File: src/rtl/phys_freelist.sv
// Physical-register free list: circular FIFO of free preg indices with wrap-bit pointers.
// Offers up to two pregs per cycle to rename and reclaims up to four per cycle from commit and walk.
module phys_freelist #(
  parameter int PREG_NUM = 64,
  parameter int PREG_W   = 6,
  parameter int ARCH_NUM = 32
) (
  input  logic              clock,
  input  logic              reset_n,
  input  logic              alloc0_req,
  input  logic              alloc1_req,
  output logic              alloc_ready,
  output logic [PREG_W-1:0] alloc0_prd,
  output logic [PREG_W-1:0] alloc1_prd,
  input  logic              walk_active,
  input  logic              commit0_valid,
  input  logic              commit0_need_to_wb,
  input  logic [PREG_W-1:0] commit0_old_prd,
  input  logic              commit1_valid,
  input  logic              commit1_need_to_wb,
  input  logic [PREG_W-1:0] commit1_old_prd,
  input  logic              rob_walk0_valid,
  input  logic [PREG_W-1:0] rob_walk0_prd,
  input  logic              rob_walk1_valid,
  input  logic [PREG_W-1:0] rob_walk1_prd,
  output logic [PREG_W:0]   free_count,
  output logic              overflow_err
);

  localparam int PTR_W = PREG_W + 1;

  logic [PREG_W-1:0] entry_r [PREG_NUM];
  logic [PTR_W-1:0]  head_r;
  logic [PTR_W-1:0]  tail_r;
  logic [PTR_W-1:0]  free_count_r;
  logic              overflow_r;

  logic [PREG_W-1:0] head_idx_s;
  logic [PREG_W-1:0] head_nx_idx_s;
  logic [1:0]        pop_cnt_s;
  logic [3:0]        push_vld_s;
  logic [PREG_W-1:0] push_prd_s [4];
  logic [PREG_W-1:0] push_idx_s [4];
  logic [2:0]        push_cnt_s;
  logic [PTR_W-1:0]  head_nxt_s;
  logic [PTR_W-1:0]  tail_nxt_s;
  logic [PTR_W:0]    occ_nxt_s;
  logic              ovf_s;

  assign free_count   = free_count_r;
  assign overflow_err = overflow_r;

  // Offer path and allocation gate, purely from registered state plus the request bits.
  always_comb begin
    head_idx_s    = head_r[PREG_W-1:0];
    head_nx_idx_s = head_idx_s + PREG_W'(1);
    alloc0_prd    = entry_r[head_idx_s];
    if (alloc0_req) begin
      alloc1_prd = entry_r[head_nx_idx_s];
    end else begin
      alloc1_prd = entry_r[head_idx_s];
    end
    alloc_ready = (free_count_r >= PTR_W'(2)) && !walk_active;
  end

  // Qualify returns (preg 0 is never freed) and pack them densely from the tail.
  always_comb begin
    push_vld_s[0] = commit0_valid && commit0_need_to_wb && (commit0_old_prd != '0);
    push_vld_s[1] = commit1_valid && commit1_need_to_wb && (commit1_old_prd != '0);
    push_vld_s[2] = rob_walk0_valid && (rob_walk0_prd != '0);
    push_vld_s[3] = rob_walk1_valid && (rob_walk1_prd != '0);
    push_prd_s[0] = commit0_old_prd;
    push_prd_s[1] = commit1_old_prd;
    push_prd_s[2] = rob_walk0_prd;
    push_prd_s[3] = rob_walk1_prd;
    push_cnt_s    = 3'd0;
    for (int k = 0; k < 4; k++) begin
      push_idx_s[k] = tail_r[PREG_W-1:0] + PREG_W'(push_cnt_s);
      push_cnt_s    = push_cnt_s + {2'b00, push_vld_s[k]};
    end
  end

  // Pointer advance and overflow detection; occupancy is computed one bit wider so it cannot wrap.
  always_comb begin
    if (alloc_ready) begin
      pop_cnt_s = {1'b0, alloc0_req} + {1'b0, alloc1_req};
    end else begin
      pop_cnt_s = 2'd0;
    end
    head_nxt_s = head_r + PTR_W'(pop_cnt_s);
    tail_nxt_s = tail_r + PTR_W'(push_cnt_s);
    occ_nxt_s  = {1'b0, free_count_r} - (PTR_W+1)'(pop_cnt_s) + (PTR_W+1)'(push_cnt_s);
    ovf_s      = (occ_nxt_s > (PTR_W+1)'(PREG_NUM)) || (PTR_W'(pop_cnt_s) > free_count_r);
  end

  // Head/tail pointers, registered free count and sticky overflow flag.
  always_ff @(posedge clock or negedge reset_n) begin
    if (!reset_n) begin
      head_r       <= '0;
      tail_r       <= PTR_W'(PREG_NUM - ARCH_NUM);
      free_count_r <= PTR_W'(PREG_NUM - ARCH_NUM);
      overflow_r   <= 1'b0;
    end else begin
      head_r       <= head_nxt_s;
      tail_r       <= tail_nxt_s;
      free_count_r <= tail_nxt_s - head_nxt_s;
      overflow_r   <= overflow_r | ovf_s;
    end
  end

  // Entry storage; at reset holds every preg not mapped to an architectural register.
  always_ff @(posedge clock or negedge reset_n) begin
    if (!reset_n) begin
      for (int i = 0; i < PREG_NUM; i++) begin
        if (i < PREG_NUM - ARCH_NUM) begin
          entry_r[i] <= PREG_W'(ARCH_NUM + i);
        end else begin
          entry_r[i] <= '0;
        end
      end
    end else begin
      for (int k = 0; k < 4; k++) begin
        if (push_vld_s[k]) begin
          entry_r[push_idx_s[k]] <= push_prd_s[k];
        end
      end
    end
  end

endmodule

File: config.mk
export PLATFORM = sky130hd
export DESIGN_NAME = phys_freelist
export DESIGN_NICKNAME = d
export VERILOG_FILES = /design/src/rtl/phys_freelist.sv
export SDC_FILE = /design/constraint.sdc
export NUM_CORES = 2
export LEC_CHECK = 0
export BUFFER_PORTS_ARGS = -buffer_cell sky130_fd_sc_hd__buf_4
export CORE_ASPECT_RATIO = 1.75
export CORE_MARGIN = 10
export CORE_UTILIZATION = 30
export CTS_CLUSTER_SIZE = 10
export DETAILED_ROUTE_END_ITERATION = 10
export MAX_ROUTING_LAYER = met4
export PLACE_DENSITY = 0.52
export SKIP_CTS_REPAIR_TIMING = 1
export SLEW_MARGIN = 5
export SYNTH_ARGS = -nofsm -noshare
export SYNTH_HDL_FRONTEND = slang
export SYNTH_SLANG_ARGS = --single-unit
File: constraint.sdc
create_clock -name clock -period 4.1 [get_ports clock]
set_clock_uncertainty 0.2 [all_clocks]
set_input_delay 0.41 -clock clock [delete_from_list [all_inputs] [get_ports clock]]
set_output_delay 0.41 -clock clock [all_outputs]
set_load 0.05 [all_outputs]
**Word level (Yosys, flattened, before mapping)**

Cells that the tools add are included.

- Bits in registers: 406
- Bits of input ports: 35
- Output and inout bits: 21

- Add/sub/neg operators: 13
- Magnitude comparators: 13
- Muxes and demuxes: 24
- Bitwise gates (word level): 7
- Reduce and logical (&&, ||, !) cells: 17

Operator list:

| operator | number |
|---|---|
| $bwmux W384 | 4 |
| $mux W384 | 4 |
| $demux W6 S6 | 4 |
| $bmux W6 S6 | 2 |
| $mux W6 | 9 |
| $ge A7 B7 Y1 const B | 6 |
| $not A6 Y7 | 6 |
| $lt A7 B1 Y1 const B | 4 |
| $reduce_bool A6 Y1 | 4 |
| $logic_and A1 B1 Y1 | 11 |
| $add A8 B3 Y8 | 1 |
| $gt A8 B7 Y1 const B | 1 |
| $sub A7 B2 Y8 | 1 |
| $add A7 B2 Y7 | 1 |
| $add A7 B3 Y7 | 1 |
| $ge A7 B2 Y1 const B | 1 |
| $gt A2 B7 Y1 | 1 |
| $sub A7 B7 Y7 | 1 |
| $add A6 B1 Y6 | 1 |
| $add A6 B1 Y6 const B | 1 |
| $add A6 B2 Y6 | 1 |
| $add A6 B3 Y6 | 1 |
| $add A1 B1 Y2 | 2 |
| $add A2 B1 Y3 | 1 |
| other kinds (5) | 5 |

**Depth between registers and ports, before layout**

- Depth in word-level cells: 14
- Depth in mapped cells: 19

**Least setup slack after synthesis**

No wires, ideal clock.

- Path kind: input -> register
- Start: input port commit0_old_prd[5]
- End: register overflow_r (netlist: overflow_err)
- Library setup time: 0.138 ns
- Arrival: 4.801 ns
- Slack: -1.040 ns
- Stages: 17
- Buffers on the path: 0
- Path through: nor4_2 nand2_1 and3_1 inv_1 fa_1 inv_1 ha_1 fa_1 fa_1 ha_1 a21o_1 a21o_1 a21oi_1 nor2_1 o41ai_1 xnor2_1 or4_1

- Word-level cells in the longest chain between the ends: 9

RTL lines:

| item | RTL line | RTL |
|---|---|---|
| start: declaration | 18 | `input logic [PREG_W-1:0] commit0_old_prd,` |
| $reduce_bool A6 Y1 | 68 | `push_vld_s[0] = commit0_valid && commit0_need_to_wb && (commit0_old_prd != '0);` |
| $logic_and A1 B1 Y1 | 68 |  |
| $add A1 B1 Y2 | 79 | `push_cnt_s = push_cnt_s + {2'b00, push_vld_s[k]};` |
| $add A2 B1 Y3 | 79 |  |
| $add A3 B1 Y3 | 79 |  |
| $add A8 B3 Y8 | 92 | `occ_nxt_s = {1'b0, free_count_r} - (PTR_W+1)'(pop_cnt_s) + (PTR_W+1)'(push_cnt_s);` |
| $gt A8 B7 Y1 | 93 | `ovf_s = (occ_nxt_s > (PTR_W+1)'(PREG_NUM)) \|\| (PTR_W'(pop_cnt_s) > free_count_r);` |
| $logic_or A1 B1 Y1 | 93 |  |
| $or A1 B1 Y1 | 107 | `overflow_r <= overflow_r \| ovf_s;` |
| end signal: assignment | 107 |  |
| end: declaration | 36 | `logic overflow_r;` |

Every way passes these cells.

**Worst setup path after layout**

- Start: register head_r[0]
- End: output port alloc1_prd[0]

- Word-level cells in the longest chain between the ends: 6
- Elaborated cells between the ends (all ways): 10

RTL lines:

| item | RTL line | RTL |
|---|---|---|
| start: declaration | 33 | `logic [PTR_W-1:0] head_r;` |
| start signal: assignment | 104 | `head_r <= head_nxt_s;` |
| $add A6 B1 Y6 | 56 | `head_nx_idx_s = head_idx_s + PREG_W'(1);` |
| $not A6 Y7 (implied by the code) | 59 | `alloc1_prd = entry_r[head_nx_idx_s];` |
| $bmux W6 S6 | 59 |  |
| $mux W6 (implied by the code) (2 in series) | 59 |  |
| $mux W6 * | 58 | `if (alloc0_req) begin` |
| end: declaration | 14 | `output logic [PREG_W-1:0] alloc1_prd,` |

Every way passes the cells marked *; elsewhere a longest branch is shown, timed or not. The select of a mux whose other input is x is not followed.

==> impl_metrics.ini <==
[logic_synthesis]
synth_seq_cells = 406
synth_adder_area_share = 0.0190
yosysTopAreaCellShare = 0.204
synth_fp_nets = 3780
synth.avg_cell_area_um2 = 9.71
async_flop_share = 1.00
synthFlopType = dfrtp_1
yosys.area_share.simple = 0.105
synth-edff-count = 0
post_synth_xor_area_fraction = 0.00899
ys_types = 82
ys_warn_count = 0
synth_area_leaders = dfrtp_1, mux2_2, mux2i_1
synthMuxAreaShare = 0.351
netlist_instances = 3696
synthesis.area_mm2 = 0.0359
synth_top_family_by_area = multiplexers
ys_seq_area_frac = 0.287
yosys.area.top_type = dfrtp_1
synth-compound-area-share = 0.181

[worst_setup_path]
cp.required_ns = 3.49
rr_worst_depth = 19
r2r_setup_slack_ns = 0.12
r2r-end = overflow_err
worst_ep_arrival_time_ns = 3.90
r2r_start = free_count[5]
path_max_fanout = 8
critical_path_class = reg -> out
cp-end-kind = output port
worst_setup_path_start_kind = register

[status]
violations = negative setup slack
status = complete, but fails checks

[global_routing]
grt_usage = 0.297
grt_start_max_net_pins = 79
grt_pass1_vias = 35000
grt_overflow = 0
grt_pass1_wl_um = 276000
antenna_found_initial = 7

[sta]
fin_ws_ns = -0.408
period_share = 1.10
finalSetupViolCount = 12
final.setup.tns_ns = -2.45
slew_viol_final = 0
min_period_ns = 4.51
tightest_slew_ns = 1.11
max_freq_ghz = 0.222
maxSlewHeadroom = 0.258
rsz0062_at_grt = yes
finalHoldViolations = 0

[die]
fp-row-count = 167
die_x_um = 281
chipHeight_um = 478
top_level_ports = 56
start_util = 0.302
core_area_mm2 = 0.119
dieArea_mm2 = 0.134

[clock_network]
cts-root-buf = clkbuf_16
clk_pin_slew_ns = 0.06
cts_buffers = 48
htree_levels = 2
cts_tree = done
insertion_delay_ns = 0.64
cts_sinks = 406
clockBufferDepth = 3

[place]
place_hpwl_um = 139000
gp_congestion = 1.10
placedInstanceArea_mm2 = 0.0426
dp_cells = 5499
numPortBuffers = 55

[detailed_routing]
vias = 35500
routed_wl_um = 202000
viasPerCell = 6.28
drc = 0
antenna_left = 0
drtIter0Drc = 3480
wl_per_cell_um = 35.7
firstDrtPassIters = 6

[power_and_ir_drop]
ir_drop_mv = 0.897
p_leak_nw = 17.3
p_per_area_mw_per_mm2 = 888

[min_path]
holdPathEnd = head_r[0]
whs_path_depth = 5
min_path_type = in -> reg
min_from = alloc1_req

[layout]
nets = 4177
layout-drive-gt1-share = 0.401
area_delta_synth_final_pct = 25.9
fin_area_mm2 = 0.0452
final_cells = 5654
fillers = 11900

[flow_run]
drv_cap = 0
-- critical path: stages (launching register included) --
cell and delay, ns:
dfrtp_4 0.59, buf_4 0.19, ha_4 0.31, buf_12 0.13
buf_12 0.15, buf_4 0.13, mux4_2 0.50, mux2i_1 0.35
a222oi_1 0.23, a221o_1 0.46, buf_6 0.19
-- synth_stat cells, drive strengths merged, types with 12 or more instances --
master	number
xnor2	24
nand2b	29
a21boi	14
inv	54
clkbuf	260
o21ai	340
or3	25
a21oi	230
nand3	43
mux4	180
a22oi	103
buf	114
nor3	48
nor2	173
dfstp	114
a31oi	12
nand2	409
ha	40
mux2	382
dfrtp	292
nor4	28
a22o	19
nor2b	18
mux2i	423
a211oi	27
a221oi	158
-- final cells by class --
class | count | area, um^2 | area share
repair buffers | 721 | 6630 | 0.147
well taps | 1521 | 1900 | 0.0421
flip-flops and latches | 406 | 10300 | 0.228
clock buffers | 76 | 1350 | 0.0298
diodes | 9 | 22.5 | 0.000498
clock inverters | 5 | 82.6 | 0.00183
inverters | 54 | 205 | 0.00454
multi-input cells | 2862 | 24700 | 0.546
-- cell usage in the layout (no fill, tap or decap), drive strengths merged, types with 10 or more instances in the layout --
master,instances
nand2b,29
a211o,10
ha,40
a211oi,27
a21oi,230
a221oi,158
and3,10
mux4,180
nand3,43
buf,712
nor2b,18
a21boi,14
nor4,28
a31oi,12
dfstp,114
xnor2,24
mux2i,423
or3,25
nor3,48
nor2,173
clkbuf,84
nand2,409
mux2,382
nand4,10
dfrtp,292
a22oi,103
inv,56
a22o,19
o21ai,340
-- through the flow --
stage	setup slack [ns]	total power, mW	util	hold slack, ns
final	-0.408	40.1	0.381	0.130
after global routing	-0.415	41.4	0.381	0.163
after CTS	-0.709	37.4	0.371	-0.378
after detailed placement	-1.30	33.0	0.359	0.274
after global placement	-1.40	32.7	0.359	0.259
after floorplan	-0.682	21.6	-	-0.0856
-- logic make-up (layout without fill, tap and decap cells) --
group                      Yosys count  after routing
xor gates and xnor gates            33             33
muxes                              985            985
AOI/OAI and AO/OA                  989            989
adders and majority gates           49             49
DFF                                406            406
and+or+nand+nor                    806            806
buffers and inverters              428            856
other                                0              9
-- flip-flops by register name, summed over array words and instances, names as in the netlist --
signal        count
entry_r         384
head_r            7
free_count        7
tail_r            7
overflow_err      1
-- report_power, final --
group | switching, mW | total, mW | internal, mW
clock | 2.02 | 4.38 | 2.36
sequential | 2.08 | 8.28 | 6.20
combinational | 15.0 | 27.4 | 12.4
total | 19.1 | 40.1 | 21.0
-- worst max path at each step --
stage	start	end	slack, ns	cells past startpoint
floorplan	commit0_old_prd[2]	overflow_err	-0.68	17
global placement	commit1_old_prd[0]	overflow_err	-1.40	19
detailed placement	commit1_old_prd[0]	overflow_err	-1.30	19
CTS	head_r[0]	alloc1_prd[5]	-0.71	9
global route	head_r[1]	alloc1_prd[0]	-0.42	11
finish	head_r[0]	alloc1_prd[0]	-0.41	10
-- routing by layer --
layer,share of wire,vias up,track usage
met4,0.11,0,0.259
li1,-,14800,-
met2,0.48,2123,0.487
met1,0.34,17700,0.308
met5,0,-,-
met3,0.065,826,0.0448
Note: power is estimated with default switching activity, not from simulation.
